File: src/rtl/pipe_ctrl_pkg.sv
// Shared definitions for the pipeline-front control logic.
//   state_e     : fetch controller states (INIT, RUN, FLUSH, HALT)
//   HALT_OPCODE : encoding of the HALT instruction seen in IF/ID
//   REG_ZERO    : architectural zero register, never a real hazard source
package pipe_ctrl_pkg;

    typedef enum logic [1:0] {
        INIT  = 2'd0,
        RUN   = 2'd1,
        FLUSH = 2'd2,
        HALT  = 2'd3
    } state_e;

    localparam logic [31:0] HALT_OPCODE = 32'hFFFF_FFFF;
    localparam int unsigned REG_ZERO    = 0;

endpackage

File: src/rtl/fetch_ctrl_hazard_detect.sv
// Combinational load-use comparator.
//   ex_mem_read_i : instruction in ID/EX is a load
//   ex_rt_i       : destination register of that load
//   id_rs_i       : source register 1 of the instruction in IF/ID
//   id_rt_i       : source register 2 of the instruction in IF/ID
//   hazard_o      : the IF/ID instruction needs the load result next cycle
module hazard_detect
    import pipe_ctrl_pkg::*;
#(
    parameter int REG_W = 5
) (
    input  logic             ex_mem_read_i,
    input  logic [REG_W-1:0] ex_rt_i,
    input  logic [REG_W-1:0] id_rs_i,
    input  logic [REG_W-1:0] id_rt_i,
    output logic             hazard_o
);

    // A load into the zero register produces nothing to wait for.
    assign hazard_o = ex_mem_read_i
                   && (ex_rt_i != REG_W'(REG_ZERO))
                   && ((ex_rt_i == id_rs_i) || (ex_rt_i == id_rt_i));

endmodule

File: src/rtl/fetch_ctrl.sv
// Fetch-stage sequencer: drives PC load/select, IF/ID load/clear and the
// ID/EX bubble, arbitrating branch redirect, halt, load-use stall and
// debug single-step gating. Keeps saturating stall/flush counters.
//   clock, reset_n      : rising-edge clock, async active-low reset
//   branch_taken        : branch resolved taken this cycle
//   id_rs, id_rt        : sources of the IF/ID instruction
//   id_halt             : IF/ID instruction is HALT
//   ex_mem_read, ex_rt  : ID/EX load flag and destination
//   step_mode, step_req : debug single-step enable and advance pulse
//   resume              : leave HALT
//   pc_write, pc_src    : PC load enable and mux select (1 = branch target)
//   ifid_write/flush    : IF/ID load enable and clear-to-NOP
//   idex_bubble         : force NOP into ID/EX
//   pipe_en             : advance enable for ID/EX and later
//   halted              : registered HALT indicator
//   stall_cnt/flush_cnt : saturating debug counters
module fetch_ctrl
    import pipe_ctrl_pkg::*;
#(
    parameter int FLUSH_DEPTH = 2,
    parameter int REG_W       = 5,
    parameter int CNT_W       = 8
) (
    input  logic             clock,
    input  logic             reset_n,
    input  logic             branch_taken,
    input  logic [REG_W-1:0] id_rs,
    input  logic [REG_W-1:0] id_rt,
    input  logic             id_halt,
    input  logic             ex_mem_read,
    input  logic [REG_W-1:0] ex_rt,
    input  logic             step_mode,
    input  logic             step_req,
    input  logic             resume,
    output logic             pc_write,
    output logic             pc_src,
    output logic             ifid_write,
    output logic             ifid_flush,
    output logic             idex_bubble,
    output logic             pipe_en,
    output logic             halted,
    output logic [CNT_W-1:0] stall_cnt,
    output logic [CNT_W-1:0] flush_cnt
);

    // Flush cycles still owed after the branch cycle itself.
    localparam logic [2:0] REMAIN_RELOAD = 3'(FLUSH_DEPTH - 1);
    localparam bit         MULTI_FLUSH   = (FLUSH_DEPTH > 1);

    state_e           state_q, state_d;
    logic [2:0]       remain_q, remain_d;
    logic             resumeFlush_q, resumeFlush_d;
    logic             halted_q;
    logic [CNT_W-1:0] stallCnt_q, flushCnt_q;
    logic             stallInc, flushInc, doBranch, hazard;

    hazard_detect #(.REG_W(REG_W)) u_hazard (
        .ex_mem_read_i (ex_mem_read),
        .ex_rt_i       (ex_rt),
        .id_rs_i       (id_rs),
        .id_rt_i       (id_rt),
        .hazard_o      (hazard)
    );

    // Next state and Mealy strobes. A taken branch is resolved after the
    // per-state case so that it overrides every other request in RUN, FLUSH
    // and HALT. resumeFlush_q marks the first RUN cycle after HALT: the held
    // HALT instruction is cleared out of IF/ID instead of being decoded again.
    always_comb begin
        state_d       = state_q;
        remain_d      = remain_q;
        resumeFlush_d = 1'b0;
        pc_write      = 1'b0;
        pc_src        = 1'b0;
        ifid_write    = 1'b0;
        ifid_flush    = 1'b0;
        idex_bubble   = 1'b0;
        pipe_en       = 1'b0;
        stallInc      = 1'b0;
        flushInc      = 1'b0;
        doBranch      = 1'b0;

        case (state_q)
            INIT: begin
                ifid_flush  = 1'b1;
                idex_bubble = 1'b1;
                pipe_en     = 1'b1;
                state_d     = RUN;
            end
            RUN: begin
                if (branch_taken) begin
                    doBranch = 1'b1;
                end else if (resumeFlush_q) begin
                    pc_write   = 1'b1;
                    ifid_write = 1'b1;
                    ifid_flush = 1'b1;
                    pipe_en    = 1'b1;
                end else if (id_halt) begin
                    idex_bubble = 1'b1;
                    pipe_en     = 1'b1;
                    state_d     = HALT;
                end else if (hazard) begin
                    idex_bubble = 1'b1;
                    pipe_en     = 1'b1;
                    stallInc    = 1'b1;
                end else if (step_mode && !step_req) begin
                    pipe_en = 1'b0;
                end else begin
                    pc_write   = 1'b1;
                    ifid_write = 1'b1;
                    pipe_en    = 1'b1;
                end
            end
            FLUSH: begin
                if (branch_taken) begin
                    doBranch = 1'b1;
                end else begin
                    pc_write    = 1'b1;
                    ifid_write  = 1'b1;
                    ifid_flush  = 1'b1;
                    idex_bubble = 1'b1;
                    pipe_en     = 1'b1;
                    flushInc    = 1'b1;
                    remain_d    = remain_q - 3'd1;
                    if (remain_q == 3'd1) begin
                        state_d = RUN;
                    end
                end
            end
            HALT: begin
                if (branch_taken) begin
                    doBranch = 1'b1;
                end else begin
                    idex_bubble = 1'b1;
                    pipe_en     = 1'b1;
                    if (resume) begin
                        state_d       = RUN;
                        resumeFlush_d = 1'b1;
                    end
                end
            end
            default: begin
                state_d = INIT;
            end
        endcase

        if (doBranch) begin
            pc_write    = 1'b1;
            pc_src      = 1'b1;
            ifid_write  = 1'b1;
            ifid_flush  = 1'b1;
            idex_bubble = 1'b1;
            pipe_en     = 1'b1;
            flushInc    = 1'b1;
            if (MULTI_FLUSH) begin
                state_d  = FLUSH;
                remain_d = REMAIN_RELOAD;
            end else begin
                state_d = RUN;
            end
        end
    end

    // State, halt flag and saturating counters. halted mirrors the state
    // being entered so it rises on the same edge that enters HALT.
    always_ff @(posedge clock or negedge reset_n) begin
        if (!reset_n) begin
            state_q       <= INIT;
            remain_q      <= '0;
            resumeFlush_q <= 1'b0;
            halted_q      <= 1'b0;
            stallCnt_q    <= '0;
            flushCnt_q    <= '0;
        end else begin
            state_q       <= state_d;
            remain_q      <= remain_d;
            resumeFlush_q <= resumeFlush_d;
            halted_q      <= (state_d == HALT);
            if (stallInc && (stallCnt_q != '1)) begin
                stallCnt_q <= stallCnt_q + CNT_W'(1);
            end
            if (flushInc && (flushCnt_q != '1)) begin
                flushCnt_q <= flushCnt_q + CNT_W'(1);
            end
        end
    end

    assign halted    = halted_q;
    assign stall_cnt = stallCnt_q;
    assign flush_cnt = flushCnt_q;

endmodule

File: config.mk
export PLATFORM = sky130hd
export DESIGN_NAME = fetch_ctrl
export DESIGN_NICKNAME = d
export VERILOG_FILES = /design/src/rtl/pipe_ctrl_pkg.sv /design/src/rtl/fetch_ctrl_hazard_detect.sv /design/src/rtl/fetch_ctrl.sv
export SDC_FILE = /design/constraint.sdc
export NUM_CORES = 1
export LEC_CHECK = 0
export CORE_ASPECT_RATIO = 1.4
export CORE_MARGIN = 2
export CORE_UTILIZATION = 38
export DETAILED_ROUTE_END_ITERATION = 10
export GPL_ROUTABILITY_DRIVEN = 1
export PLACE_DENSITY = 0.76
export SYNTH_ARGS = -nofsm -noshare
export SYNTH_HDL_FRONTEND = slang
export SYNTH_SLANG_ARGS = --single-unit
File: constraint.sdc
create_clock -name clock -period 2.8 [get_ports clock]
set_input_delay 0.56 -clock clock [delete_from_list [all_inputs] [get_ports clock]]
set_output_delay 0.56 -clock clock [all_outputs]
set_load 0.1 [all_outputs]
==> run metrics, run 1 <==
core area=3640 um^2; xor and xnor area share after synthesis=15.2%; clk sinks=23; Synth Cell Area=1440 um^2; hold slack=0.488 ns; Setup TNS=0 ns; met1 WL=1230 um; Simple-Gate Fraction of Synth Area=20.3%; TritonCTS clock tree=built; Post-synth top cells=dfrtp_1 (23), xnor2_1 (23), nand3_1 (13); metal2 WL=1920 um; gr usage total=16.5%; pin count of the biggest net entering global routing=24; hold path start=remain_q[1]; Synth Register Bits=23; synth top area cells=dfrtp_1 (40%), xnor2_1 (14%), ha_1 (7.0%); n_diodes=0; largest family of logic cells by synthesized area=simple AND/OR/NAND/NOR gates; Finish-stage setup viols=0; Finished Layout Cells=240; Hold Path Class=register to register; met3 wire len=171 um; vias in the first global route=1,347; gr ovfl total=0; Max Buffers Root-to-Sink=2; Primary FF master, synth=dfrtp_1; Place WS=-0.307 ns; mean post-synth cell area=9.92 um^2; Ys Warns=0; crit path max fanout=3; fraction of layout instances using a drive strength above 1=25.8%; startpoint types=input pin; CTS HTree Levels=1; vias=1,288; post-synthesis sequential area ratio=40.0%; final instance area=2140 um^2; r2r startpoint=state_q[1]; Top Layer Used=met4; TritonCTS Buffers=3; Critical Path RT=2.24 ns; Slew Limit Fails=0; final worst slack=0.0576 ns; crit path DAT=2.18 ns; Cells after Synth=145; first-pass GRT wire length=5870 um; Hold Path End=remain_q[1]; Die Area=4300 um^2; Final Cycle Share=97.9%; WL/cell=14.1 um; nets=230; FMAX=365 MHz; row cnt=26; Critical Path Sink Type=output pin; Synth top area share=40.0%; CP delay by family, top=compound AO/OA/AOI/OAI gates; final core utilization=58.8%; Slowest cell on crit path=or4_4; Post-Synth Adder-Cell Area=6.96%; clock latency on the worst-skew pair=0.27 ns; global placer's final weighted congestion=0.774; cell area after placement=2050 um^2; Mapped Nets=176; chip height=76.8 um; crit path cell chain=clkdlybuf4s15_1 -> or4_4 -> o21a_4 -> a2111oi_4 -> o21ai_4 -> buf_12; CTS Root Cell=clkbuf_8; Vias/cell=5.37; worst r2r path cells=7; buffers and inverters on the worst path=2; CP Class=input pin to output pin; ys async rst share=100%; library cells used by synthesis=42; reg2reg setup slack=0.59 ns; CP Launch Point=ex_rt[3]; EDFF count, synth=0; Leak Pwr=0.968 nW; Detailed Route WL=3390 um; Worst Clk Skew=0.00563 ns; Starting Density=39.5%; HPWL Detailed=2720 um; CP max stage delay=0.52 ns; clock period minus worst slack=2.74 ns; # DRC=0; iteration count of the initial detailed-routing pass=4; Synth Area in Compound Gates=11.3%; CTS clock-pin slew for the worst setup and hold paths=0.08 ns; Fin. Hold Viols=0; io pins=46; Synth area leader=dfrtp_1; FF-to-FF End=stall_cnt[1]; Layout area overhead=48.8%; Final Total Pwr=2.47 mW; Horiz. Die Dim=56.0 um; initial antenna violation count=0; Routed Antenna Nets=0; Max-cap violations=0; Power Density=1150 nW/um^2; status=finished clean; placed cells=237; VDD IR max=0.00110 V; Hold Path Stages=1; Rel. slew slack=68.4%; mux contribution to synthesized area=2.52%; Detailed Route Iter0 Violations=52; worst slew pin tran=0.472 ns; Post-CTS Hold Buffers=0; Filler Cells Inserted=301; port buffer count=45
## cells in the final DEF, fill, tap and decap left out, types with 2 or more instances in the layout
| cell type | count |
|---|---|
| buf_4 | 25 |
| xnor2_1 | 23 |
| dfrtp_1 | 23 |
| clkdlybuf4s50_1 | 14 |
| nand3_1 | 13 |
| ha_1 | 8 |
| inv_1 | 6 |
| nand2_1 | 6 |
| buf_12 | 6 |
| a21oi_1 | 5 |
| o21ai_0 | 4 |
| nor2_1 | 4 |
| nand4_1 | 4 |
| and3_1 | 4 |
| nor3_1 | 3 |
| nand2b_1 | 3 |
| clkbuf_8 | 3 |
| dlymetal6s2s_1 | 3 |
| nor3b_1 | 2 |
| nor2b_1 | 2 |
| a211oi_1 | 2 |
| and4b_1 | 2 |
| xor2_1 | 2 |
| dlygate4sd2_1 | 2 |
| clkdlybuf4s15_1 | 2 |
## worst max-delay path by stage
stage | cells past startpoint | end | slack, ns
floorplan | 5 | idex_bubble | -0.17
global placement | 7 | pipe_en | -0.31
detailed placement | 7 | pipe_en | -0.31
CTS | 7 | pipe_en | -0.04
global route | 6 | pipe_en | -0.002
finish | 6 | pipe_en | 0.06
## state kept, by name, indices dropped and copies added, names as in the netlist
signal	cells
remain_q	3
state_q	2
halted	1
stall_cnt	8
resumeFlush_q	1
flush_cnt	8
## repair_timing
action | in CTS | in global routing
buffers inserted | 1 | 0
resized for setup | 7 | 14
endpoints found under the setup margin | 4 | 4
pin swaps | 4 | 11
## area by class of cell
type | count | area [um^2] | share of cell area (%)
clock inverter | 1 | 7.51 | 0.351
sequential | 23 | 576 | 26.9
multi-input combinational | 111 | 902 | 42.1
timing repair buffer | 54 | 539 | 25.2
tap | 42 | 52.6 | 2.45
inverter | 6 | 22.5 | 1.05
clock buffer | 3 | 41.3 | 1.93
## where the power goes
part | total (mW) | leakage (nW) | internal, mW | switching, mW
sequential | 0.566 | 0.300 | 0.429 | 0.138
clock | 0.210 | 0.0217 | 0.101 | 0.110
combinational | 1.70 | 0.647 | 0.552 | 1.14
## logic make-up after synthesis
kind of cell | Yosys count
adder cells (fa/ha/maj) | 8
buffers and inverters | 11
AND/OR/NAND/NOR | 51
XOR/XNOR | 25
flip-flops | 23
multiplexers | 3
AO/OA/AOI/OAI | 24
## layer usage
layer | up-vias | track usage (%)
li1 | 623 | -
met1 | 613 | 17.2
met2 | 44 | 31.6
met3 | 8 | 3.37
met4 | 0 | 5.71
met5 | - | 0
No activity file was read; power rests on OpenSTA's default activity.
==> inputs of run 2 (changes only) <==
--- a/config.mk
+++ b/config.mk
@@ -9,8 +9,8 @@
 export CORE_MARGIN = 2
 export CORE_UTILIZATION = 38
 export DETAILED_ROUTE_END_ITERATION = 10
-export GPL_ROUTABILITY_DRIVEN = 1
-export PLACE_DENSITY = 0.76
+export PLACE_DENSITY = 0.78
 export SYNTH_ARGS = -nofsm -noshare
 export SYNTH_HDL_FRONTEND = slang
+export SYNTH_HIERARCHICAL = 1
 export SYNTH_SLANG_ARGS = --single-unit
==> constraint.sdc (replaced) <==
create_clock -name clock -period 2.35 [get_ports clock]
set_input_delay 0.47 -clock clock [delete_from_list [all_inputs] [get_ports clock]]
set_output_delay 0.47 -clock clock [all_outputs]
set_load 0.1 [all_outputs]
==> run 2 against run 1 <==
The flow now finishes with violations (setup timing). Synthesized area is 1.7% higher. Clock power rose by 15%. Clock skew down 0.0041 ns. Synthesized cell count grew 1.4%. Die area increased by 1.6%. Register-to-register slack lost 0.04 ns. Global-route usage shrank 0.93 points. Critical endpoint unchanged.
==> run metrics, run 2 <==
Post-CTS Hold Buffers=0; clock latency on the worst-skew pair=0.26 ns; Detailed Route WL=3190 um; HPWL Detailed=2420 um; clk sinks=23; VDD IR max=0.00123 V; Mapped Nets=179; Starting Density=39.8%; first-pass GRT wire length=5510 um; n_diodes=0; Final Total Pwr=2.96 mW; hold path start=flush_cnt[7]; Synth Cell Area=1460 um^2; CP max stage delay=0.52 ns; crit path DAT=2.00 ns; Finish-stage setup viols=3; io pins=46; r2r startpoint=state_q[0]; EDFF count, synth=0; core area=3680 um^2; initial antenna violation count=0; Finished Layout Cells=248; CTS Root Cell=clkbuf_8; gr ovfl total=0; Die Area=4370 um^2; gr usage total=15.5%; FMAX=405 MHz; Critical Path Sink Type=output pin; hold slack=0.494 ns; Routed Antenna Nets=0; CTS HTree Levels=1; Place WS=-0.540 ns; vias in the first global route=1,235; CP Class=input pin to output pin; Primary FF master, synth=dfrtp_1; iteration count of the initial detailed-routing pass=4; most frequent cells in the layout=buf_4 (30), dfrtp_1 (22), xor2_1 (17), nor2_1 (11), inv_1 (10); post-synthesis sequential area ratio=39.3%; status=finished with violations; failing checks=setup timing; Ys Warns=6; library cells used by synthesis=40; register area=577 um^2; final worst slack=-0.118 ns; Rel. slew slack=71.1%; Detailed Route Iter0 Violations=25; Vias/cell=5.12; buffers and inverters on the worst path=4; chip height=77.4 um; Max Buffers Root-to-Sink=2; CP delay by family, top=simple AND/OR/NAND/NOR gates; crit path cell chain=buf_6 -> or4_4 -> o21ai_2 -> a21oi_2 -> buf_4 -> nor4_2 -> buf_4 -> o21ai_4 -> buf_12; clock period minus worst slack=2.47 ns; row cnt=26; Setup TNS=-0.349 ns; pin count of the biggest net entering global routing=24; nets=239; Worst Clk Skew=0.00151 ns; vias=1,269; RSZ-0062 raised after global routing=yes; final core utilization=59.3%; Slowest cell on crit path=or4_4; multi-input combinational cell area=935 um^2; Synth area leader=dfrtp_1; placed cells=243; Post-synth top cells=dfrtp_1 (23), xor2_1 (17), nor2_1 (12); Synth top area share=39.3%; most common cell after layout, fill and taps aside=buf_4; Layout area overhead=49.1%; Hold Path Class=register to register; Worst path most repeated cell=buf_4; TritonCTS clock tree=built; startpoint types=input pin; Final Cycle Share=105%; Fin. Hold Viols=0; Slew Limit Fails=0; mean post-synth cell area=9.95 um^2; CP Launch Point=ex_rt[3]; Leak Pwr=1.03 nW; Cells after Synth=147; cell area after placement=2110 um^2; port buffer count=45; worst slew pin tran=0.431 ns; # DRC=0; crit path max fanout=3; Horiz. Die Dim=56.4 um; Filler Cells Inserted=316; Synth Register Bits=23; global placer's final weighted congestion=0.825; ys async rst share=100%; fraction of layout instances using a drive strength above 1=35.4%; Max-cap violations=0; WL/cell=12.9 um; most common cell in the netlist=dfrtp_1; Critical Path RT=1.88 ns; final instance area=2180 um^2; synth top area cells=dfrtp_1 (39%), xor2_1 (10%), ha_1 (7.7%); Power Density=1360 nW/um^2; TritonCTS Buffers=3; CTS clock-pin slew for the worst setup and hold paths=0.08 ns
## run 2: final cells by class
| cell class | count | share of cell area, % |
|---|---|---|
| multi-input cells | 111 | 42.9 |
| flip-flops and latches | 23 | 26.4 |
| repair buffers | 58 | 24.5 |
| well taps | 42 | 2.41 |
| clock buffers | 4 | 2.07 |
| inverters | 10 | 1.72 |
## run 2: logic make-up (layout without fill, tap and decap cells)
kind of cell	Yosys count	after routing	synth area share, %
xor gates and xnor gates	25	25	15.0
and+or+nand+nor	49	49	19.3
AOI/OAI and AO/OA	25	25	12.8
muxes	3	3	2.22
adders and majority gates	9	9	7.70
DFF	23	23	39.3
buffers and inverters	13	72	3.59
## run 2: worst reg2reg max path, delay by kind of cell (launching register included)
family | cells | cell delay, ns
adders and majority gates | 1 | 0.26
buffers and inverters | 2 | 0.36
DFF | 1 | 0.48
AOI/OAI and AO/OA | 3 | 0.60
## run 2: metal layers
layer | global-route usage, % | wire, um | up-vias
met4 | 5.48 | 27 | 0
met2 | 27.1 | 1770 | 33
met3 | 2.33 | 131 | 2
met5 | 0 | 0 | -
li1 | - | - | 630
met1 | 19.2 | 1260 | 604
## run 2: worst paths after layout
path	to	slack, ns	cells past startpoint
max	pipe_en	-0.12	9
min	flush_cnt[7]	0.49	1
max reg2reg	remain_q[2]	0.55	6
min reg2reg	flush_cnt[7]	0.49	1
max in group asynchronous	state_q[0]	1.55	2
min in group asynchronous	stall_cnt[5]	0.55	2
## run 2: power breakdown
| part | internal [mW] | switching [mW] | total (mW) |
|---|---|---|---|
| sequential | 0.509 | 0.128 | 0.637 |
| combinational | 0.699 | 1.39 | 2.08 |
| clock | 0.121 | 0.121 | 0.242 |
## run 2: timing repair
item,CTS,global route
resized for setup,43,10
setup endpoints to repair,4,6
pin swaps,21,6
buffers inserted,1,0
